**config.mk**
```make
export PLATFORM = sky130hd
export DESIGN_NAME = alu_sequencer
export DESIGN_NICKNAME = d
export VERILOG_FILES = /design/src/rtl/alu_sequencer.sv
export SDC_FILE = /design/constraint.sdc
export NUM_CORES = 1
export LEC_CHECK = 0
export CORE_MARGIN = 5
export CORE_UTILIZATION = 25
export DETAILED_ROUTE_END_ITERATION = 7
export PLACE_DENSITY = 0.54
export SLEW_MARGIN = 30
export SYNTH_ARGS = -nofsm -noshare
export SYNTH_HDL_FRONTEND = slang
export SYNTH_SLANG_ARGS = --single-unit
```
**constraint.sdc**
```tcl
create_clock -name clk -period 4.4 [get_ports clk]
set_input_delay 0.88 -clock clk [delete_from_list [all_inputs] [get_ports clk]]
set_output_delay 0.88 -clock clk [all_outputs]
set_load 0.05 [all_outputs]
```
**src/rtl/alu_sequencer.sv**
```systemverilog
// alu_sequencer: command-level controller in front of a 32-bit combinational ALU.
// It runs single-cycle ALU ops, and it runs unsigned MUL (low word) as repeated ALU ADDs under shift-add control.
module alu_sequencer (
  input  logic        clk,
  input  logic        rst_n,
  input  logic        cmd_valid,
  output logic        cmd_ready,
  input  logic [4:0]  cmd_op,
  input  logic [31:0] cmd_a,
  input  logic [31:0] cmd_b,
  output logic        res_valid,
  input  logic        res_ready,
  output logic [31:0] res_data,
  output logic        res_overflow,
  output logic        res_zero,
  output logic        res_err,
  output logic        busy,
  output logic [31:0] alu_x,
  output logic [31:0] alu_y,
  output logic [3:0]  alu_op,
  input  logic [31:0] alu_z,
  input  logic        alu_overflow,
  input  logic        alu_zero
);

  typedef enum logic [1:0] {IDLE, EXEC, MUL, DONE} state_t;

  localparam logic [4:0] OP_MUL = 5'd16;
  localparam logic [3:0] OP_ADD = 4'd5;

  state_t      state, state_nx;
  logic [3:0]  op_r;
  logic [31:0] a_r, b_r;
  logic [31:0] acc, mcand, mplr;
  logic        ovf;

  // State register
  always_ff @(posedge clk or negedge rst_n) begin
    if (!rst_n) state <= IDLE;
    else        state <= state_nx;
  end

  // Next-state decode
  always_comb begin
    state_nx = state;
    case (state)
      IDLE: if (cmd_valid) begin
        if (cmd_op < OP_MUL)       state_nx = EXEC;
        else if (cmd_op == OP_MUL) state_nx = MUL;
        else                       state_nx = DONE;
      end
      EXEC: state_nx = DONE;
      MUL:  if (mplr == '0) state_nx = DONE;
      DONE: if (res_ready) state_nx = IDLE;
      default: state_nx = IDLE;
    endcase
  end

  // Outputs decoded from state and registers only
  always_comb begin
    cmd_ready = (state == IDLE) && rst_n;
    busy      = (state != IDLE);
    res_valid = (state == DONE);
    alu_x     = '0;
    alu_y     = '0;
    alu_op    = '0;
    case (state)
      EXEC: begin
        alu_x  = a_r;
        alu_y  = b_r;
        alu_op = op_r;
      end
      MUL: begin
        alu_x  = acc;
        alu_y  = mcand;
        alu_op = OP_ADD;
      end
      default: ;
    endcase
  end

  // Operand capture, shift-add iteration and result registers
  always_ff @(posedge clk or negedge rst_n) begin
    if (!rst_n) begin
      op_r         <= '0;
      a_r          <= '0;
      b_r          <= '0;
      acc          <= '0;
      mcand        <= '0;
      mplr         <= '0;
      ovf          <= 1'b0;
      res_data     <= '0;
      res_overflow <= 1'b0;
      res_zero     <= 1'b0;
      res_err      <= 1'b0;
    end else begin
      case (state)
        IDLE: if (cmd_valid) begin
          op_r <= cmd_op[3:0];
          a_r  <= cmd_a;
          b_r  <= cmd_b;
          if (cmd_op == OP_MUL) begin
            acc   <= '0;
            mcand <= cmd_a;
            mplr  <= cmd_b;
            ovf   <= 1'b0;
          end else if (cmd_op > OP_MUL) begin
            res_data     <= '0;
            res_zero     <= 1'b1;
            res_overflow <= 1'b0;
            res_err      <= 1'b1;
          end
        end
        EXEC: begin
          res_data     <= alu_z;
          res_overflow <= alu_overflow;
          res_zero     <= alu_zero;
          res_err      <= 1'b0;
        end
        MUL: begin
          if (mplr == '0) begin
            res_data     <= acc;
            res_zero     <= (acc == '0);
            res_overflow <= ovf;
            res_err      <= 1'b0;
          end else begin
            if (mplr[0]) begin
              acc <= alu_z;
              ovf <= ovf | alu_overflow;
            end
            mcand <= mcand << 1;
            mplr  <= mplr >> 1;
          end
        end
        default: ;
      endcase
    end
  end

endmodule
```
* Word-level counts from Yosys, hierarchy flattened *
Index checks and enable logic that the tools add are counted.

cells by class
  $lt $le $gt $ge = 2
  equal/unequal tests = 12
  muxes and demuxes = 44
  bitwise logic cells = 1
  reduce and logical (&&, ||, !) cells = 12

operators with widths
  cell                number
  $mux 32             14
  $pmux 32 s2         5
  $pmux 32 s3         1
  $logic_not 32->1    2
  $mux 1              14
  $ne 2x2->1 const B  5
  $reduce_and 5->1    2
  $pmux 1 s3          3
  $mux 2              4
  $pmux 2 s4          1
  $pmux 4 s2          1
  $ne 2x1->1 const B  3
  $eq 5x5->1 const B  1
  $gt 5x5->1 const B  1
  $lt 5x5->1 const B  1
  $eq 2x2->1 const B  2
  $reduce_and 4->1    1
  $reduce_bool 2->1   2
  $reduce_and 3->1    1
  $reduce_bool 3->1   1
  $eq 2x1->1 const B  1
  $logic_not 2->1     1
  $pmux 1 s2          1
  $reduce_and 2->1    1
  2 further kinds     2

word-level totals
  register bits = 202
  bits of input ports = 107

* Depth between registers and ports, before layout *
  depth in word-level cells = 5
  mapped depth = 9
  mapped depth without buffers = 7

* Worst setup path before layout *
Ideal clock, no wire load.

  path kind = reg2out
  from = register state[0]
  to = output port alu_y[23]
  data arrival time = 2.138 ns
  data required time = 3.520 ns
  slack = 1.382 ns
  stages on the path, launching flop included = 8
  buffers on the path = 3
  cells stage by stage = dfrtp_1 -> inv_1 -> ha_1 -> and2_1 -> clkbuf_1 -> buf_2 -> clkbuf_1 -> a22o_1

on the way
  word-level cells in the longest chain between the ends = 2
  elaborated cells on any way between the ends = 3
  those cells by class = eq/ne (2); mux (1)

RTL lines
  what                                             line  text
  from (decl)                                      31    state_t state, state_nx;
  from (signal assigned)                           40    else state <= state_nx;
  $eq 2x2->1 / $eq 2x1->1 (equally long branches)  67    case (state)
  $pmux 32 s2 (*)                                  67
  to (decl)                                        19    output logic [31:0] alu_y,

Mark *: on every way between the ends. The rest lies on a longest branch, timed or not.

* Final worst setup path *
  from = register state[1]
  to = output port alu_x[17]

on the way
  word-level cells in the longest chain between the ends = 2
  elaborated cells on any way between the ends = 3
  those cells by class = eq/ne (2); mux (1)

RTL lines
  what                                             line  text
  $eq 2x2->1 / $eq 2x1->1 (equally long branches)  67
  $pmux 32 s2 (*)                                  67
  to (decl)                                        18    output logic [31:0] alu_x,

Marked as above.

==> flow_metrics.env <==
export IMPL_wl_per_cell_um=21.1
export IMPL_floorplan_die_area_mm2=0.0415
export IMPL_core_area_mm2=0.0373
export IMPL_finalCritPeriodShare_pct=91.4
export IMPL_crit_family="buffers and inverters"
export IMPL_fmax_mhz=249
export IMPL_hp_class="primary input to asynchronous set/reset pin"
export IMPL_outcome="complete, no violations"
export IMPL_cp_slowest_cell="clkdlybuf4s50_1"
export IMPL_antenna_found_initial=0
export IMPL_cts_tree="yes"
export IMPL_drive_gt1_share_pct=17.3
export IMPL_p_leak_nw=5.49
export IMPL_irDropWorstVdd_uv=330
export IMPL_clockBufferDepth=3
export IMPL_syn2layout_area_growth_pct=36.5
export IMPL_grt_pass1_vias=7131
export IMPL_finalSetupViolCount=0
export IMPL_final_setup_skew_ps=17.2
export IMPL_initial_utilization_pct=25.1
export IMPL_syn_inst=745
export IMPL_max_cap_violations=0
export IMPL_drt_total_wl_um=30200
export IMPL_critPathKind="register to primary output"
export IMPL_first_pass_iters=5
export IMPL_ios=213
export IMPL_worstMarginPinSlew_ps=736
export IMPL_die_w_um=204
export IMPL_ys_seq_area_share_pct=53.9
export IMPL_ys_ff_latch=202
export IMPL_placed_cells=1390
export IMPL_syn_num_nets=857
export IMPL_rsz0062_at_grt="no"
export IMPL_rows=71
export IMPL_cts_hold_buf=0
export IMPL_track_usage_pct=14.3
export IMPL_grt_overflow_total=0
export IMPL_htree_levels=1
export IMPL_critPathMaxStageDelay_ps=800
export IMPL_syn_cell_area_mm2=0.00938
export IMPL_crit_chain="inv_1, ha_1, and2_4, buf_4, a22o_1, clkdlybuf4s50_1"
export IMPL_cp_num_buf_inv=3
export IMPL_cts_sinks=202
export IMPL_finalPower_mw=10.8
export IMPL_syn_area_per_cell_um2=12.6
export IMPL_slew_violations=0
export IMPL_finalNonFillerCells=1433
export IMPL_required_ps=3520
export IMPL_power_density_mw_per_mm2=844
export IMPL_clock_root_buffer="clkbuf_16"
export IMPL_post_cts_resized=0
export IMPL_numPortBuffers=212
export IMPL_fin_tns_setup_ps=0
export IMPL_fp_dieH_um=204
export IMPL_cts_setup_buffers=0
export IMPL_nets=1055
export IMPL_slew_headroom_pct=50.9
export IMPL_yosysWarningCount=0
export IMPL_cts_buffers=25
export IMPL_drc=0
export IMPL_ant_nets=0
export IMPL_grt_max_degree=76
export IMPL_yosysUniqueCellTypes=33
export IMPL_final_core_util_pct=34.3
export IMPL_crit_path_end_kind="primary output"
export IMPL_path_clk_slew_ps=60
export IMPL_drt_initial_drc_count=369
export IMPL_start_kind="register"
export IMPL_viasPerCell=4.77
export IMPL_hold_viol=0
export IMPL_cp_arrival_ps=3140
export IMPL_place_detailed_hpwl_um=22100
export IMPL_cp_max_fo=22
export IMPL_clock_latency_ps=520
export IMPL_hold_slack_ps=199
export IMPL_grt_first_pass_wirelength_um=46500
export IMPL_vias=6839
export IMPL_routabilityCongestion=0.802
export IMPL_period_needed_ps=4020
[synthesized netlist by cell type]
| cell | number | share of area (%) |
|---|---|---|
| dfrtp_1 | 202 | 54 |
| a22o_1 | 129 | 12 |
| mux2_2 | 72 | 8.6 |
| nand2_1 | 68 | 2.7 |
| mux2i_1 | 66 | 7.0 |
| o21ai_0 | 62 | 3.3 |
| mux2_4 | 29 | 4.6 |
| clkbuf_1 | 28 | 1.1 |
| nor4_1 | 14 | 0.93 |
| buf_2 | 12 | 0.64 |
| buf_1 | 8 | 0.32 |
| buf_6 | 8 | 0.96 |
| inv_1 | 6 | 0.24 |
| ha_1 | 5 | 0.67 |
| and2_1 | 4 | 0.27 |
| nand3_1 | 4 | 0.21 |
| o21ai_1 | 4 | 0.21 |
| and3_1 | 3 | 0.20 |
| buf_4 | 3 | 0.24 |
| nand4_1 | 3 | 0.20 |
| a21o_1 | 2 | 0.16 |
| or4_1 | 2 | 0.16 |
| a21boi_0 | 1 | 0.080 |
| a21oi_1 | 1 | 0.053 |
| a31oi_1 | 1 | 0.067 |
| a32o_2 | 1 | 0.12 |
| mux2_1 | 1 | 0.12 |
| nand3_4 | 1 | 0.19 |
| nor3_1 | 1 | 0.053 |
| nor4b_1 | 1 | 0.093 |
| o21ai_2 | 1 | 0.093 |
| o221ai_1 | 1 | 0.093 |
| o31ai_4 | 1 | 0.23 |
[per-layer routing]
metal	GRT usage [%]	wire (um)	vias up
met5	0	0	-
li1	-	-	3182
met3	2.81	1520	32
met1	21.0	14400	3456
met2	22.2	13800	169
met4	2.29	470	0
[cell families (layout without fill, tap and decap cells)]
| logic type | count (synthesis) | count (layout) | share of synthesized area (%) |
|---|---|---|---|
| compound gates | 204 | 204 | 16.5 |
| fa+ha+maj | 5 | 5 | 0.667 |
| flops | 202 | 202 | 53.9 |
| buf+inv | 65 | 278 | 3.52 |
| other cells | 0 | 1 | 0 |
| simple gates | 101 | 101 | 5.03 |
| mux | 168 | 168 | 20.4 |
[layout make-up]
cell class / count / area, um^2
multi-input cells: 478 / 4020
inverters: 6 / 22.5
flip-flops and latches: 202 / 5050
well taps: 474 / 593
clock buffers: 36 / 727
fillers: 3731 / 24500
repair buffers: 230 / 2300
diodes: 1 / 2.50
clock inverters: 6 / 83.8
[layout by cell type (no fill, tap or decap), types with 2 or more instances in the layout]
cell,count
clkdlybuf4s50_1,211
bufinv_16,2
mux2_4,29
o21ai_0,62
clkbuf_1,5
clkinv_2,3
clkbuf_8,6
nor4_1,14
o21ai_2,2
dfrtp_1,202
buf_12,3
nand3_1,4
mux2_2,72
a21o_1,2
clkbuf_16,25
ha_1,4
buf_4,14
a22o_1,129
inv_1,6
mux2i_1,66
nand2_1,68
o21ai_1,3
or4_1,2
and3_1,3
nand4_1,3
and2_4,2
[path summary, 6_finish.rpt]
check,startpoint,to,slack (ps),depth (start not counted)
setup / recovery,state[1],alu_x[17],380,6
hold / removal,rst_n,res_data[25],200,1
setup reg to reg,state[0],mplr[21],900,8
hold reg to reg,mcand[31],mcand[31],480,2
max in group asynchronous,rst_n,mcand[13],2480,3
min in group clk,mcand[31],mcand[31],480,2
[flip-flops by register name (all words and copies together) (netlist names)]
signal        count
mcand            32
state             2
acc              32
op_r              4
res_err           1
ovf               1
b_r              32
res_data         32
res_zero          1
mplr             32
a_r              32
res_overflow      1
[report_power, final]
group          internal, mW  switching, mW
clock network          1.25          0.800
registers              2.68          0.695
logic                  2.19           3.19
total                  6.12           4.68
[through the flow]
step / area, um^2 / setup slack, ps
after floorplan: 9380 / 1380
after CTS: 12800 / 345
after detailed placement: 12000 / 869
after global routing: 12800 / 201
final: 12800 / 380
after global placement: 12000 / 958
No activity file was read; power rests on OpenSTA's default activity.
==> RTL change 1: new RTL, same flow settings <==
Put one more register stage on the output `res_overflow`, cleared by the reset. The value now appears one clock later. The other outputs are not delayed to match.
--- a/src/rtl/alu_sequencer.sv
+++ b/src/rtl/alu_sequencer.sv
@@ -27,6 +27,8 @@
 
   localparam logic [4:0] OP_MUL = 5'd16;
   localparam logic [3:0] OP_ADD = 4'd5;
+
+  logic res_overflow_s0;
 
   state_t      state, state_nx;
   logic [3:0]  op_r;
@@ -90,7 +92,7 @@
       mplr         <= '0;
       ovf          <= 1'b0;
       res_data     <= '0;
-      res_overflow <= 1'b0;
+      res_overflow_s0 <= 1'b0;
       res_zero     <= 1'b0;
       res_err      <= 1'b0;
     end else begin
@@ -107,13 +109,13 @@
           end else if (cmd_op > OP_MUL) begin
             res_data     <= '0;
             res_zero     <= 1'b1;
-            res_overflow <= 1'b0;
+            res_overflow_s0 <= 1'b0;
             res_err      <= 1'b1;
           end
         end
         EXEC: begin
           res_data     <= alu_z;
-          res_overflow <= alu_overflow;
+          res_overflow_s0 <= alu_overflow;
           res_zero     <= alu_zero;
           res_err      <= 1'b0;
         end
@@ -121,7 +123,7 @@
           if (mplr == '0) begin
             res_data     <= acc;
             res_zero     <= (acc == '0);
-            res_overflow <= ovf;
+            res_overflow_s0 <= ovf;
             res_err      <= 1'b0;
           end else begin
             if (mplr[0]) begin
@@ -137,4 +139,12 @@
     end
   end
 
+  always_ff @(posedge clk or negedge rst_n) begin
+    if (!rst_n) begin
+      res_overflow <= '0;
+    end else begin
+      res_overflow <= res_overflow_s0;
+    end
+  end
+
 endmodule
Behaviour: not the same (Yosys sat finds a counterexample within 4 cycles, from zero or initial values and one cycle with rst_n low).
==> RTL change 1 against the original RTL <==
  * Synthesized area is 0.35% higher
  * Via count hardly changed
  * Final cell count is 3.1% higher
  * Setup slack worse by 0.091 ns
  * Wire length is 1.1% higher
  * Power is 0.86% higher
  * Sequential cell count is 1 higher
  * Design area is 0.82% higher
  * Sequential share of layout area is 0.13 points lower
  * Critical path depth stayed put
  * Critical path type unchanged
==> RTL change 1: results <==
set metrics [dict create \
    p_sw_mw 4.73 \
    use_met2_pct 22.3 \
    outcome "finished clean" \
    num-nets-final 1060 \
    peakVddDrop_uv 343 \
    combinationalPower_mw 5.42 \
    wire_per_inst_um 20.7 \
    grt_max_degree 127 \
    drt-met1-wl_mm 14.6 \
    finalHoldWorstSlack_ns 0.185 \
    timing.rr.end "mcand[7]$_DFFE_PN0P_" \
    drt_iter0_drc 278 \
    place_area_um2 12100 \
    slew_headroom_pct 43.2 \
    numCtsBuffers 26 \
    hpwl_mm 22.5 \
    worstPathArrival_ns 3.23 \
    synth.area.mux_share_pct 20.4 \
    power.leakage_nw 5.51 \
    synthAdderAreaFrac_pct 0.665 \
    antenna_found_initial 1 \
    drive_above_1_share_pct 17.2 \
    synth_compound_area_share_pct 16.4 \
    place_congestion 0.758 \
    start_util_pct 25.2 \
]
==> RTL change 1: area by class of cell <==
cell class,instances,area (µm²)
sequential,203,5080
clock buffer,37,733
clock inverter,7,88.8
inverter,7,26.3
fill,3747,24500
tap,511,639
antenna,2,5.00
multi-input combinational,480,4040
timing repair buffer,230,2300
==> RTL change 1: how the worst max path moves through the flow <==
stage / end / slack (ns) / cells past startpoint
after global placement: alu_x[14] / 0.90 / 6
final: alu_x[15] / 0.29 / 6
after global routing: alu_x[2] / 0.08 / 6
after floorplan: alu_x[10] / 1.32 / 7
after CTS: alu_x[15] / 0.25 / 6
after detailed placement: alu_x[15] / 0.83 / 6
==> RTL change 1: stage by stage <==
step	power (mW)	instances	util (%)	setup slack [ns]
CTS	11.1	1475	34.5	0.251
floorplan	7.09	749	-	1.32
detailed placement	8.95	1431	32.3	0.827
global route	11.6	1475	34.5	0.0822
global placement	8.88	1431	32.3	0.902
finish	10.9	1477	34.5	0.289
==> RTL change 2: new RTL, same flow settings <==
Made on the original files. Reset style: synchronous (`rst_n`), changed in 2 clocked blocks.
--- a/src/rtl/alu_sequencer.sv
+++ b/src/rtl/alu_sequencer.sv
@@ -35,7 +35,7 @@
   logic        ovf;
 
   // State register
-  always_ff @(posedge clk or negedge rst_n) begin
+  always_ff @(posedge clk) begin
     if (!rst_n) state <= IDLE;
     else        state <= state_nx;
   end
@@ -80,7 +80,7 @@
   end
 
   // Operand capture, shift-add iteration and result registers
-  always_ff @(posedge clk or negedge rst_n) begin
+  always_ff @(posedge clk) begin
     if (!rst_n) begin
       op_r         <= '0;
       a_r          <= '0;
Formal check against the unedited RTL: differs if rst_n is asserted again (counterexample within 4 cycles, from zero or initial values and one cycle with rst_n low); with rst_n held inactive, the same outputs for 4 cycles.
==> RTL change 2 against the original RTL <==
  * Synthesized area rose by 1.2%
  * Global-route usage is 0.79 points higher
  * Via count is 23% higher
  * Wire length is 8.6% higher
  * Critical path depth is 1 lower
  * Power fell by 28%
  * Sequential cell count did not move
  * Setup slack worse by 0.040 ns
  * Design area is 0.54% higher
==> RTL change 2: results <==
set metrics [dict create \
    num-nets-final 1364 \
    slew_headroom_pct 45.7 \
    syn_inst 1099 \
    fin_skew_ns 0.0108 \
    antenna_found_initial 10 \
    placed_cells 1736 \
    outcome "finished clean" \
    drt_iter0_drc 508 \
    synth_seq_area_share_pct 42.6 \
    hpwl_mm 23.2 \
    synth_ff_type "dfxtp_1" \
    power.leakage_nw 4.23 \
    hold_class "reg2reg" \
    worstPathArrival_ns 3.18 \
    peakVddDrop_uv 454 \
    wirelength_mm 32.8 \
    postSynth.asyncResetShare_pct 0 \
    grt_pass1_wl_mm 50.5 \
    grt_pass1_vias 8292 \
    grt_max_degree 127 \
    fillers 3954 \
    stdcell_count 1784 \
    vias 8407 \
    grt_usage_pct 15.1 \
    synthTopCellsByCount "nand2_1 (211), dfxtp_1 (202), mux2i_1 (97)" \
    critical_path_peak_fanout 38 \
    place_congestion 0.794 \
]
## RTL change 2: cell count changes after synthesis, sizes merged, moves of 36 or more
cell,change
a211oi,+63
a21oi,+69
a22o,-95
a22oi,+96
clkbuf,+36
dfrtp,-202
dfxtp,+202
mux2,-101
nand2,+143
nor2,+96
nor2b,+66
o21ai,-62
## RTL change 2: metrics by stage
stage | hold slack (ns) | util [%] | power (mW) | setup WS, ns | cell area (µm²)
2_1_floorplan | 0.432 | - | 4.72 | 1.28 | 9490
5_1_grt | 0.468 | 34.3 | 8.23 | 0.164 | 12900
4_1_cts | 0.454 | 34.2 | 7.89 | 0.248 | 12900
3_5_place_dp | 0.446 | 31.9 | 5.70 | 0.806 | 12000
6_report | 0.455 | 34.3 | 7.77 | 0.340 | 12900
3_3_place_gp | 0.442 | 31.9 | 5.66 | 0.815 | 12000
## RTL change 2: worst max-delay path: stages (launching register included)
cell and delay [ns]:
dfxtp_1 0.43, inv_1 0.15, ha_2 0.76, buf_12 0.26, nor2b_1 0.21, clkdlybuf4s50_1 0.84
## RTL change 2: area by class of cell
type | count | share of cell area, %
Multi-Input combinational cell | 787 | 38.8
Sequential cell | 202 | 31.4
Timing Repair Buffer | 230 | 17.8
Clock buffer | 37 | 5.68
Tap cell | 511 | 4.97
Clock inverter | 6 | 1.01
Inverter | 6 | 0.214
Antenna cell | 5 | 0.0972
## RTL change 2: path summary, 6_finish.rpt
path                           endpoint                  start  slack (ns)  cells past startpoint
setup reg to reg  mplr[21]$_SDFFE_PN0P_  state[0]$_SDFFE_PN0P_        1.61                      8
hold reg to reg    op_r[1]$_SDFFE_PN0P_   op_r[1]$_SDFFE_PN0P_        0.45                      2
hold / removal     op_r[1]$_SDFFE_PN0P_   op_r[1]$_SDFFE_PN0P_        0.45                      2
setup / recovery              alu_x[20]  state[0]$_SDFFE_PN0P_        0.34                      5
## RTL change 2: cell families (layout without fill, tap and decap cells)
kind of cell             after synthesis  count (layout)  share of synthesized area (%)
other                                  0               5                              0
AND/OR/NAND/NOR                      406             406                           18.7
multiplexers                          98              98                           10.3
buffers and inverters                110             279                           5.25
flip-flops                           202             202                           42.6
AO/OA/AOI/OAI                        278             278                           22.5
adder cells (fa/ha/maj)                5               5                          0.659
## RTL change 2: metal layers
layer | vias up | share of wire (%) | routed length (µm) | track usage [%]
li1 | 4186 | - | - | -
met4 | 8 | 2.1 | 704 | 3.42
met2 | 203 | 43 | 14200 | 23.0
met1 | 3963 | 49 | 16000 | 21.9
met3 | 47 | 5.7 | 1870 | 3.12
met5 | - | 0.14 | 46 | 0
## RTL change 2: report_power, final
part           total, mW  switching, mW  leakage [nW]  internal [mW]
registers           2.35          0.224          1.64           2.12
logic               3.26           2.01          2.16           1.25
clock network       2.16          0.792         0.423           1.37
total               7.77           3.03          4.23           4.74
